**config.mk**
```make
export PLATFORM = sky130hd
export DESIGN_NAME = display_scheduler
export DESIGN_NICKNAME = d
export VERILOG_FILES = /design/src/rtl/display_scheduler.sv
export SDC_FILE = /design/constraint.sdc
export NUM_CORES = 1
export LEC_CHECK = 0
export ABC_AREA = 1
export BUFFER_PORTS_ARGS = -buffer_cell sky130_fd_sc_hd__buf_2
export CAP_MARGIN = 30
export CORE_AREA = 2 2 111 113
export CTS_CLUSTER_SIZE = 40
export DETAILED_ROUTE_END_ITERATION = 10
export DIE_AREA = 0 0 113 115
export GPL_TIMING_DRIVEN = 0
export SYNTH_ARGS = -nofsm -noshare
export SYNTH_HDL_FRONTEND = slang
export SYNTH_SLANG_ARGS = --single-unit
```
**constraint.sdc**
```tcl
create_clock -name clk -period 1.75 [get_ports clk]
set_input_delay 0 -clock clk [delete_from_list [all_inputs] [get_ports clk]]
set_output_delay 0 -clock clk [all_outputs]
set_load 0.05 [all_outputs]
```
**src/rtl/display_scheduler.sv**
```systemverilog
// display_scheduler: chooses what the four-digit display shows.
// The default view is the beat (current beat, loop bound). A change on
// volume, octave or loop width raises a timed overlay for that parameter.
// The beat and bound are converted to decimal by a repeated-subtract engine.
module display_scheduler #(
  parameter int unsigned HOLD_TICKS = 200,
  parameter int unsigned HOLD_W     = 8
) (
  input  logic        clk,
  input  logic        rst_n,
  input  logic        tick,
  input  logic [2:0]  volume,
  input  logic [2:0]  octave,
  input  logic [2:0]  loop_width,
  input  logic [11:0] ibeat,
  input  logic [11:0] bound,
  output logic [15:0] digit_code,
  output logic [1:0]  view,
  output logic        update
);

  localparam logic [1:0] V_BEAT = 2'd0;
  localparam logic [1:0] V_VOL  = 2'd1;
  localparam logic [1:0] V_OCT  = 2'd2;
  localparam logic [1:0] V_LOOP = 2'd3;

  localparam logic [1:0] C_IDLE = 2'd0;
  localparam logic [1:0] C_LOAD = 2'd1;
  localparam logic [1:0] C_DIV  = 2'd2;
  localparam logic [1:0] C_DONE = 2'd3;

  localparam logic [HOLD_W-1:0] HOLD_LOAD = HOLD_W'(HOLD_TICKS);
  localparam logic [HOLD_W-1:0] HOLD_ONE  = HOLD_W'(1);

  logic              primed;
  logic [2:0]        vol_q, oct_q, lw_q;
  logic              ev_vol, ev_oct, ev_loop;
  logic [1:0]        state;
  logic [HOLD_W-1:0] hold;

  logic [1:0]        cstate;
  logic [6:0]        b_rem, d_rem;
  logic [3:0]        b_tens, d_tens;
  logic              b_big, d_big;
  logic              b_ge, d_ge;
  logic [6:0]        b_rem_nx, d_rem_nx;
  logic [15:0]       beat_digits;

  logic [2:0]        param_val;
  logic [15:0]       dc_next;

  // Copies of the parameters; the first cycle after reset only primes them
  always_ff @(posedge clk or negedge rst_n) begin
    if (!rst_n) begin
      primed <= 1'b0;
      vol_q  <= '0;
      oct_q  <= '0;
      lw_q   <= '0;
    end else begin
      primed <= 1'b1;
      vol_q  <= volume;
      oct_q  <= octave;
      lw_q   <= loop_width;
    end
  end

  // Parameter-change events, suppressed until the copies are primed
  always_comb begin
    ev_vol  = primed && (volume != vol_q);
    ev_oct  = primed && (octave != oct_q);
    ev_loop = primed && (loop_width != lw_q);
  end

  // View FSM: events (VOL > OCT > LOOP) reload the hold, ticks count it down
  always_ff @(posedge clk or negedge rst_n) begin
    if (!rst_n) begin
      state <= V_BEAT;
      hold  <= '0;
    end else if (ev_vol) begin
      state <= V_VOL;
      hold  <= HOLD_LOAD;
    end else if (ev_oct) begin
      state <= V_OCT;
      hold  <= HOLD_LOAD;
    end else if (ev_loop) begin
      state <= V_LOOP;
      hold  <= HOLD_LOAD;
    end else if (state != V_BEAT && tick) begin
      hold <= hold - HOLD_ONE;
      if (hold == HOLD_ONE) state <= V_BEAT;
    end
  end

  // Next remainders for one divide step; a remainder below 10 is left alone
  always_comb begin
    b_ge     = (b_rem >= 7'd10);
    d_ge     = (d_rem >= 7'd10);
    b_rem_nx = b_ge ? (b_rem - 7'd10) : b_rem;
    d_rem_nx = d_ge ? (d_rem - 7'd10) : d_rem;
  end

  // Free-running converter: IDLE -> LOAD -> DIV -> DONE -> IDLE
  always_ff @(posedge clk or negedge rst_n) begin
    if (!rst_n) begin
      cstate      <= C_IDLE;
      b_rem       <= '0;
      d_rem       <= '0;
      b_tens      <= '0;
      d_tens      <= '0;
      b_big       <= 1'b0;
      d_big       <= 1'b0;
      beat_digits <= 16'hAAAA;
    end else begin
      case (cstate)
        C_IDLE: cstate <= C_LOAD;
        C_LOAD: begin
          b_big  <= (ibeat > 12'd99);
          d_big  <= (bound > 12'd99);
          b_rem  <= (ibeat > 12'd99) ? '0 : ibeat[6:0];
          d_rem  <= (bound > 12'd99) ? '0 : bound[6:0];
          b_tens <= '0;
          d_tens <= '0;
          cstate <= C_DIV;
        end
        C_DIV: begin
          // The exit test looks at the post-step remainders so 99 takes 9 cycles
          b_rem  <= b_rem_nx;
          d_rem  <= d_rem_nx;
          b_tens <= b_tens + {3'b000, b_ge};
          d_tens <= d_tens + {3'b000, d_ge};
          if (b_rem_nx < 7'd10 && d_rem_nx < 7'd10) cstate <= C_DONE;
        end
        default: begin
          beat_digits <= {b_big ? 4'hA : b_tens, b_big ? 4'hA : b_rem[3:0],
                          d_big ? 4'hA : d_tens, d_big ? 4'hA : d_rem[3:0]};
          cstate      <= C_IDLE;
        end
      endcase
    end
  end

  // Overlay contents and output selection
  always_comb begin
    case (state)
      V_VOL:   param_val = volume;
      V_OCT:   param_val = octave;
      default: param_val = loop_width;
    endcase
    if (state == V_BEAT) dc_next = beat_digits;
    else                 dc_next = {2'b00, state, 4'hA, 4'hF, 1'b0, param_val};
  end

  // Registered display word with a pulse on every value change
  always_ff @(posedge clk or negedge rst_n) begin
    if (!rst_n) begin
      digit_code <= 16'hAAAA;
      update     <= 1'b0;
    end else begin
      digit_code <= dc_next;
      update     <= (dc_next != digit_code);
    end
  end

  assign view = state;

endmodule

```
==> qor.csv <==
metric,value,unit
drc,4,
gp_congestion,0.802,
endpoint,cstate[1]$_DFFE_PN0P_,
die_x,113,microns
coreArea,11800,sq um
outcome,"finished, violations left",
syn_area_per_cell,8.78,sq um
ys_types,37,
drive_gt1_share,33.0,%
reg2regPathDepth,14,
crit_buf_inv,3,
min_path_type,in2reg,
setup_viol,1,
multi_input_area,2030,sq um
fin_skew,0.0107,ns
cp_num_cells,14,
gr-total-overflow,0,
synth_ff_type,dfrtp_1,
mostFrequentLayoutCells,"nand2_1 (79), dfrtp_1 (60), buf_2 (55)",
dieHeight,115,microns
top_layer,met4,
wirelength,9.75,mm
cp-start-kind,flip-flop,
area_growth,36.3,%
async_flop_share,100,%
rrSetupSlack,-0.004,ns
antenna_found_initial,0,
die_area,13000,sq um
endpoint_kind,flip-flop,
htreeDepth,3,
p_per_area,1600,nW/um^2
seq_area_frac_synth,49.2,%
vias,3509,
period_needed,1.75,ns
slew_violations,0,
wl_met2,4.69,mm
worstReg2RegEnd,cstate[1]$_DFFE_PN0P_,
tightest_slew,0.579,ns
failed_checks,"design-rule violations, negative hold slack, negative setup slack",
wl_met3,499,microns
post-route-period-util,100,%
cp.arrival,2.04,ns
dr.pass1.iters,7,
cap_violations,0,
worstSkewPairLatency,0.34,ns
grt_pass1_wl,16.0,mm
wl_per_cell,13.5,microns
num_rows,40,
dp_slack,-0.179,ns
rr_startpoint,b_rem[2]$_DFFE_PN0P_,
numCtsBuffers,9,
drtIter0Drc,110,
final_util,46.8,%
cpLargestDelayFamily,simple AND/OR/NAND/NOR gates,
cp_slowest_stage_delay,0.41,ns
final_common_cell,nand2_1,
max_freq,570,MHz
wl_met1,4.46,mm
grt_use_total,15.5,%
io_buffers,54,
fillers,1132,
slew_headroom,60.9,%
crit_path_frequent_cell,nand2_2,
cts_tree,built,
leakagePower,2.57,nW
synthCells,462,
numClockSinks,79,
synth_seq_cells,79,
criticalPathCategory,reg2reg,
synthesis.area,4060,sq um
synth_nets,515,
peakVddDrop,0.000663,V
cts.path.max_buffers,2,
worstSetupStartpoint,b_rem[2]$_DFFE_PN0P_,
crit_required,2.03,ns
nets,624,
ant_nets,0,
cp_max_fo,5,
setup_slack,-0.00416,ns
via_per_inst,4.85,
io_pins,55,
register_area,2000,sq um
first_global_vias,3387,
grt_max_degree,64,
clk_pin_slew,0.07,ns
whs,-0.000146,ns
antenna_cells,0,
yosys_warnings,0,
dp_hpwl,6.68,mm
floorplan.initialDensity,34.3,%
finalHoldViolCount,1,
rsz0062_at_grt,true,
cp_cell_sequence,inv_2 -> ha_4 -> inv_2 -> nand2_2 -> inv_2 -> nor2_4 -> nand2_4 -> o21ai_2 -> nand2_2 -> nand2_2 -> nand4_4 -> nand2_2 -> nand2_1 -> nand2_1,
cp_slowest_cell,dfrtp_1,
synth_edf_count,0,
root_buffer,clkbuf_16,
[cells by family after synthesis]
logic type,synth area share (%)
muxes,0.278
and+or+nand+nor,22.0
buffers and inverters,7.07
AOI/OAI and AO/OA,10.1
adders and majority gates,5.25
xor gates and xnor gates,6.05
other,0.0925
DFF,49.2
[synthesized netlist by cell type, types with 6 or more instances]
| library cell | count | area, sq um |
|---|---|---|
| nand4_1 | 6 | 37.5 |
| a31oi_1 | 6 | 37.5 |
| ha_1 | 17 | 213 |
| nor2_1 | 38 | 143 |
| nand2_1 | 96 | 360 |
| dfstp_2 | 16 | 420 |
| xor2_1 | 11 | 96.3 |
| o21ai_0 | 24 | 120 |
| dfrtp_1 | 63 | 1580 |
| a21oi_1 | 14 | 70.1 |
| o22ai_1 | 9 | 56.3 |
| a22oi_1 | 8 | 60.1 |
| inv_1 | 57 | 214 |
| nand3_1 | 36 | 180 |
| xnor2_1 | 17 | 149 |
[timing repair]
item                       4_1_cts  5_1_grt
cloned                           1        0
buffers inserted                11       11
hold buffers                    20        0
hold endpoints to repair        88        0
pin swaps                        9       22
gates resized for setup         21       64
setup endpoints to repair       21       24
[where the power goes]
group / switching, W / internal (W) / total, W
combinational: 0.00271 / 0.00165 / 0.00437
clock: 0.000803 / 0.00112 / 0.00193
sequential: 0.000307 / 0.00223 / 0.00253
[worst min-delay path by stage]
stage,startpoint,endpoint,cells after the start,slack [ns]
3_3_place_gp,volume[0],vol_q[0]$_DFF_PN0_,1,0.15
5_1_grt,bound[2],d_rem[2]$_DFFE_PN0P_,3,0.04
6_report,bound[1],d_rem[1]$_DFFE_PN0P_,3,-0.0001
3_5_place_dp,rst_n,digit_code[8]$_DFF_PN0_,1,-0.10
4_1_cts,ibeat[10],b_big$_DFFE_PN0N_,3,0.001
2_1_floorplan,rst_n,b_big$_DFFE_PN0N_,0,-0.30
[per-layer routing]
layer,up-vias,GRT usage (%)
li1,1730,-
met1,1690,20.1
met2,78,26.0
met3,11,3.85
met4,0,4.31
met5,-,0
[area by class of cell]
cell class	instances	area share [%]
tap	147	3.33
buffer	9	1.31
sequential	79	36.2
timing repair buffer	97	12.5
inverter	59	4.42
clock inverter	7	1.47
multi-input combinational	316	36.7
clock buffer	9	4.08
[per-stage QoR]
step	hold slack (ns)	instances	power [W]	setup TNS, ns	area [sq um]
floorplan	-0.296	462	0.00512	0	4080
global placement	0.151	663	0.00593	-1.22	4530
detailed placement	-0.104	664	0.00601	-1.50	4560
CTS	0.00145	712	0.00821	-0.0550	5210
global route	0.0375	723	0.00948	-0.651	5530
finish	-0.000146	723	0.00883	-0.00416	5530
[tightest hold or removal path, delay by kind of cell]
family,cells,cell delay (ns)
buf+inv,1,0.09
compound gates,2,0.19
[registers in the layout, summed over array words and instances (netlist names)]
register,flops
b_big,1
b_rem,7
b_tens,4
beat_digits,16
cstate,2
d_big,1
d_rem,7
d_tens,4
digit_code,16
hold,8
lw_q,3
oct_q,3
primed,1
update,1
view,2
vol_q,3
No activity file was read; power rests on OpenSTA's default activity.
